**src/rtl/uart_rx_fifo.sv**
```systemverilog
// uart_rx_fifo: 8N1 UART receiver with 16x oversampling and a show-ahead receive FIFO.
// Ports:
//   sysclk    - clock, all state changes on the rising edge
//   reset     - asynchronous active-high reset
//   rxd       - serial input, idle high, LSB first, asynchronous to sysclk
//   rd        - pop one byte per asserted cycle (ignored when empty)
//   err_clr   - clears the sticky frame_err / overrun flags
//   rdata     - head-of-FIFO byte, 8'h00 when empty
//   rx_valid  - FIFO non-empty
//   rx_count  - FIFO occupancy
//   frame_err - sticky: a stop bit was sampled low
//   overrun   - sticky: a received byte was dropped because the FIFO was full
//   irq       - registered OR of rx_valid, frame_err and overrun
module uart_rx_fifo #(
  parameter int unsigned OVS_DIV = 651,
  parameter int unsigned DEPTH   = 4
) (
  input  logic                     sysclk,
  input  logic                     reset,
  input  logic                     rxd,
  input  logic                     rd,
  input  logic                     err_clr,
  output logic [7:0]               rdata,
  output logic                     rx_valid,
  output logic [$clog2(DEPTH):0]   rx_count,
  output logic                     frame_err,
  output logic                     overrun,
  output logic                     irq
);

  localparam int unsigned AW   = $clog2(DEPTH);
  localparam int unsigned CW   = AW + 1;
  localparam int unsigned DIVW = (OVS_DIV > 1) ? $clog2(OVS_DIV) : 1;

  typedef enum logic [2:0] {IDLE, START, DATA, STOP, BREAK} state_t;

  logic            sync1, line;
  logic [DIVW-1:0] div_cnt;
  logic            tick_c;
  state_t          state, state_n;
  logic [3:0]      sc, sc_n;
  logic [2:0]      bit_idx, bit_n;
  logic [7:0]      shreg, shreg_n;
  logic            push_c, ferr_set_c, div_clr_c;

  logic [7:0]      mem [DEPTH];
  logic [AW-1:0]   wr_ptr, rd_ptr, wr_ptr_n, rd_ptr_n;
  logic [CW-1:0]   count_n;
  logic            pop_ok_c, full_c, push_ok_c, ovr_set_c;
  logic [7:0]      head_n;

  // Two-flop synchronizer, idle-high reset value
  always_ff @(posedge sysclk or posedge reset) begin
    if (reset) begin
      sync1 <= 1'b1;
      line  <= 1'b1;
    end else begin
      sync1 <= rxd;
      line  <= sync1;
    end
  end

  // Oversample tick divider, realigned to the start-bit falling edge
  assign tick_c = (div_cnt == DIVW'(OVS_DIV - 1));

  always_ff @(posedge sysclk or posedge reset) begin
    if (reset)                  div_cnt <= '0;
    else if (div_clr_c || tick_c) div_cnt <= '0;
    else                        div_cnt <= div_cnt + DIVW'(1);
  end

  // Receiver state register
  always_ff @(posedge sysclk or posedge reset) begin
    if (reset) begin
      state   <= IDLE;
      sc      <= '0;
      bit_idx <= '0;
      shreg   <= '0;
    end else begin
      state   <= state_n;
      sc      <= sc_n;
      bit_idx <= bit_n;
      shreg   <= shreg_n;
    end
  end

  // Receiver next-state logic
  always_comb begin
    state_n    = state;
    sc_n       = sc;
    bit_n      = bit_idx;
    shreg_n    = shreg;
    push_c     = 1'b0;
    ferr_set_c = 1'b0;
    div_clr_c  = 1'b0;
    case (state)
      IDLE: begin
        if (!line) begin
          state_n   = START;
          sc_n      = '0;
          bit_n     = '0;
          div_clr_c = 1'b1;
        end
      end
      START: begin
        if (tick_c) begin
          if (sc == 4'd7) begin
            sc_n    = '0;
            // Line back high at mid start bit means a glitch
            state_n = line ? IDLE : DATA;
          end else begin
            sc_n = sc + 4'd1;
          end
        end
      end
      DATA: begin
        if (tick_c) begin
          if (sc == 4'd15) begin
            sc_n    = '0;
            shreg_n = {line, shreg[7:1]};
            bit_n   = bit_idx + 3'd1;
            if (bit_idx == 3'd7) state_n = STOP;
          end else begin
            sc_n = sc + 4'd1;
          end
        end
      end
      STOP: begin
        if (tick_c) begin
          if (sc == 4'd15) begin
            sc_n = '0;
            if (line) begin
              push_c  = 1'b1;
              state_n = IDLE;
            end else begin
              ferr_set_c = 1'b1;
              state_n    = BREAK;
            end
          end else begin
            sc_n = sc + 4'd1;
          end
        end
      end
      BREAK: begin
        if (line) state_n = IDLE;
      end
      default: state_n = IDLE;
    endcase
  end

  // FIFO control; a pop frees the slot for a simultaneous push even when full
  assign pop_ok_c  = rd && (rx_count != '0);
  assign full_c    = (rx_count == CW'(DEPTH));
  assign push_ok_c = push_c && (!full_c || pop_ok_c);
  assign ovr_set_c = push_c && full_c && !pop_ok_c;
  assign wr_ptr_n  = push_ok_c ? wr_ptr + AW'(1) : wr_ptr;
  assign rd_ptr_n  = pop_ok_c  ? rd_ptr + AW'(1) : rd_ptr;

  always_comb begin
    count_n = rx_count;
    case ({push_ok_c, pop_ok_c})
      2'b10:   count_n = rx_count + CW'(1);
      2'b01:   count_n = rx_count - CW'(1);
      default: count_n = rx_count;
    endcase
  end

  // Next head byte: the incoming byte when it lands at the new read slot
  always_comb begin
    head_n = 8'h00;
    if (count_n != '0) begin
      if (push_ok_c && (wr_ptr == rd_ptr_n)) head_n = shreg;
      else                                   head_n = mem[rd_ptr_n];
    end
  end

  // Storage array
  always_ff @(posedge sysclk) begin
    if (push_ok_c) mem[wr_ptr] <= shreg;
  end

  // FIFO pointers, registered outputs and sticky flags (set beats clear)
  always_ff @(posedge sysclk or posedge reset) begin
    if (reset) begin
      wr_ptr    <= '0;
      rd_ptr    <= '0;
      rx_count  <= '0;
      rx_valid  <= 1'b0;
      rdata     <= 8'h00;
      frame_err <= 1'b0;
      overrun   <= 1'b0;
      irq       <= 1'b0;
    end else begin
      wr_ptr    <= wr_ptr_n;
      rd_ptr    <= rd_ptr_n;
      rx_count  <= count_n;
      rx_valid  <= (count_n != '0);
      rdata     <= head_n;
      frame_err <= ferr_set_c ? 1'b1 : (err_clr ? 1'b0 : frame_err);
      overrun   <= ovr_set_c  ? 1'b1 : (err_clr ? 1'b0 : overrun);
      irq       <= rx_valid | frame_err | overrun;
    end
  end

endmodule
```
**config.mk**
```make
export PLATFORM = sky130hd
export DESIGN_NAME = uart_rx_fifo
export DESIGN_NICKNAME = d
export VERILOG_FILES = /design/src/rtl/uart_rx_fifo.sv
export SDC_FILE = /design/constraint.sdc
export NUM_CORES = 1
export LEC_CHECK = 0
export ABC_AREA = 1
export CAP_MARGIN = 0
export CORE_MARGIN = 4
export CORE_UTILIZATION = 60
export DETAILED_ROUTE_END_ITERATION = 8
export GPL_ROUTABILITY_DRIVEN = 0
export PLACE_DENSITY = 0.77
export SLEW_MARGIN = 40
export SYNTH_ARGS = -nofsm -noshare
export SYNTH_HDL_FRONTEND = slang
export SYNTH_SLANG_ARGS = --single-unit
```
**constraint.sdc**
```tcl
create_clock -name sysclk -period 3.8 [get_ports sysclk]
set_input_delay 0.76 -clock sysclk [delete_from_list [all_inputs] [get_ports sysclk]]
set_output_delay 0.76 -clock sysclk [all_outputs]
set_load 0.05 [all_outputs]
```
==> impl_metrics.ini <==
[outcome]
outcome = finished, final reports clean

[worst_setup_path]
cp_cell_sequence = inv_1 > ha_1 > nand2_1 > nor2_1 > inv_1 > nor2_4 > nand2_2 > nand2_2 > inv_1 > fa_1 > nand4_1 > nand3_1 > nand2_1 > inv_1 > nor2_4 > nor2_1
slowest_stage = dfrtp_1
worstPathRequired_ns = 4.05
startpoint_type = flip-flop
end_kind = flip-flop
crit_buf_inv = 4
critPathKind = reg2reg
cp_top_family = simple AND/OR/NAND/NOR gates
critPathMaxStageDelay_ns = 0.43
critPathMaxFanout = 9
arrival_ns = 2.79
path_common_cell = inv_1

[logic_synthesis]
synth_cell_types = 37
ys_seq_area_frac = 0.572
syn_inst = 411
synth-edff-count = 32
synth-seq-cells = 81
synthFlopType = dfrtp_1
avgSynthCellArea_sq_um = 9.31
ys_async_sr_fraction = 0.605
yosys_warnings = 0
syn-cell-area_sq_um = 3830
syn_nets = 426

[timing]
fin_tns_setup_ns = 0
period_share = 0.669
fmax_ghz = 0.393
report.final.setup_viol = 0
relSlewSlack = 0.500
finalClockSkew_ns = 0.00812
worst_slew_pin_slew_ns = 0.745
period_minus_slack_ns = 2.54
rsz0062_at_grt = no
setup_ws_ns = 1.26
drv_slew = 0
finalHoldViolations = 0

[layout]
num_antenna_cells = 0
areaGrowthSynthToFinish_pct = 11.6
drive_above_1_share = 0.106
nNetsFinal = 452
fillers = 469

[pwr]
switching_power_mw = 0.962
peakVddDrop_mv = 0.519
pwr-share-comb = 0.346
p_sw_frac = 0.390
pwr-share-clk = 0.238
p_int_mw = 1.50
power.leakage_nw = 1.91
pwr-share-seq = 0.415
power_density_nw_per_um2 = 577

[die]
initial_core_util = 0.632
die_w_microns = 87.9
rows = 28
die_y_microns = 87.9
core-area_sq_um = 6060
die_area_sq_um = 7720
pin_count = 20

[clocking]
tritoncts = built
cts_setup_buffers = 0
cts_buffer_depth = 2
cts_hold_buf = 0
insertion_delay_ns = 0.36
cts_sinks = 81
path_clk_slew_ns = 0.09
htree_levels = 3
cts_root_buf = clkbuf_8
cts_buffers = 9
cts_resized = 0

[global_routing]
grt_pass1_vias = 2592
grt_antenna_before_repair = 0
grt_pass1_wl_mm = 12.1
grt-ovfl-total = 0
grtUsageTotal = 0.207
grt_max_degree = 50

[routing]
wire_per_inst_microns = 13.7
drtPass1Iterations = 5
drt_iter0_drc = 128
vias = 2718
drt_wl_total_mm = 7.07
drcViolationCount = 0
ant_nets = 0
vias_per_cell = 5.26

[placement]
dp_slack_ns = 0.959
hpwl_mm = 5.18
io_buffers = 19

[run]
cap_viol_max_count = 0

[hold_path]
hp-class = reg2reg
==> path summary, 6_finish.rpt <==
path | startpoint | endpoint | slack [ns] | depth (start not counted)
setup / recovery | div_cnt[0] | rdata[5] | 1.26 | 16
hold / removal | sync1 | line | 0.36 | 0
setup reg to reg | div_cnt[0] | rdata[5] | 1.26 | 16
hold reg to reg | sync1 | line | 0.36 | 0
max in group asynchronous | reset | shreg[6] | 2.58 | 2
min in group asynchronous | reset | rd_ptr[0] | 0.83 | 2
==> per-stage QoR <==
stage               hold slack, ns  utilization  instance area (sq um)  power, mW  instances
floorplan                    0.345            -                   3830       1.69        411
global placement             0.348        0.673                   4080       1.88        501
detailed placement           0.348        0.673                   4080       1.90        501
CTS                          0.361        0.705                   4270       2.49        517
global route                 0.367        0.705                   4270       2.62        517
finish                       0.360        0.705                   4270       2.47        517
==> layer usage <==
metal	up-vias	part of all wire	track usage
met2	60	0.45	0.318
met4	0	0.017	0.0934
met5	-	0	0
li1	1388	-	-
met3	13	0.047	0.0423
met1	1257	0.49	0.286
==> cell families (layout without fill, tap and decap cells) <==
logic type	count (synthesis)	count (layout)	synth area share
compound gates	35	35	0.0546
fa+ha+maj	10	10	0.0347
simple gates	225	225	0.268
flops	81	81	0.572
xor+xnor	4	4	0.00915
buf+inv	56	87	0.0611
==> placed cells by master, fill, tap and decap left out, types with 2 or more instances in the layout <==
master and instances:
nand2_1 109, dfrtp_1 47, inv_1 46, nand3_1 41, nor2_1 39, edfxtp_1 32
clkdlybuf4s50_1 19, o21ai_0 17, nand2_2 10, clkbuf_8 10, ha_1 9, a21oi_1 8
nor3_1 7, nor2_2 4, nor2_4 4, inv_2 3, nand4_1 3, o21ai_1 3
xor2_1 3, clkinv_4 3, nand3b_1 2, nor3b_1 2, clkinvlp_4 2, dfstp_2 2
==> worst reg2reg max path: cells and delay by family (launching register included) <==
family / cells / cell delay (ns)
DFF: 1 / 0.43
adders and majority gates: 2 / 0.56
buffers and inverters: 4 / 0.31
and+or+nand+nor: 10 / 1.13
==> synth_stat cells, types with 2 or more instances <==
cell / number / area, sq um
nand2_1: 109 / 409
dfrtp_1: 47 / 1180
inv_1: 47 / 176
nand3_1: 41 / 205
nor2_1: 39 / 146
edfxtp_1: 32 / 961
o21ai_0: 17 / 85.1
nand2_2: 10 / 62.6
ha_1: 9 / 113
a21oi_1: 8 / 40.0
nor3_1: 7 / 35.0
nor2_2: 4 / 25.0
nor2_4: 4 / 45.0
inv_2: 3 / 11.3
nand4_1: 3 / 18.8
o21ai_1: 3 / 15.0
xor2_1: 3 / 26.3
buf_2: 2 / 10.0
buf_6: 2 / 22.5
dfstp_2: 2 / 52.6
nand3b_1: 2 / 15.0
nor3b_1: 2 / 15.0
==> power groups by stage <==
| stage | logic (mW) | registers [mW] | clock network (mW) |
|---|---|---|---|
| final | 0.854 | 1.02 | 0.588 |
| after detailed placement | 0.859 | 1.04 | 0 |
| after global routing | 0.944 | 1.03 | 0.643 |
| after CTS | 0.861 | 1.03 | 0.603 |
| after global placement | 0.841 | 1.04 | 0 |
| after floorplan | 0.462 | 1.23 | 0 |
==> state kept, by name, summed over array words and instances (netlist names), 2 cells and up <==
name	cells
bit_idx	3
div_cnt	10
mem	32
rd_ptr	2
rdata	8
rx_count	3
sc	4
shreg	8
state	3
wr_ptr	2
==> area by class of cell <==
type / instances / area [sq um] / share of cell area
inverter: 52 / 204 / 0.0477
clock inverter: 6 / 52.6 / 0.0123
tap: 75 / 93.8 / 0.0220
sequential: 81 / 2190 / 0.513
timing repair buffer: 19 / 190 / 0.0445
multi-input combinational: 274 / 1400 / 0.329
clock buffer: 10 / 138 / 0.0322
Power figures use the tool's default switching activity.
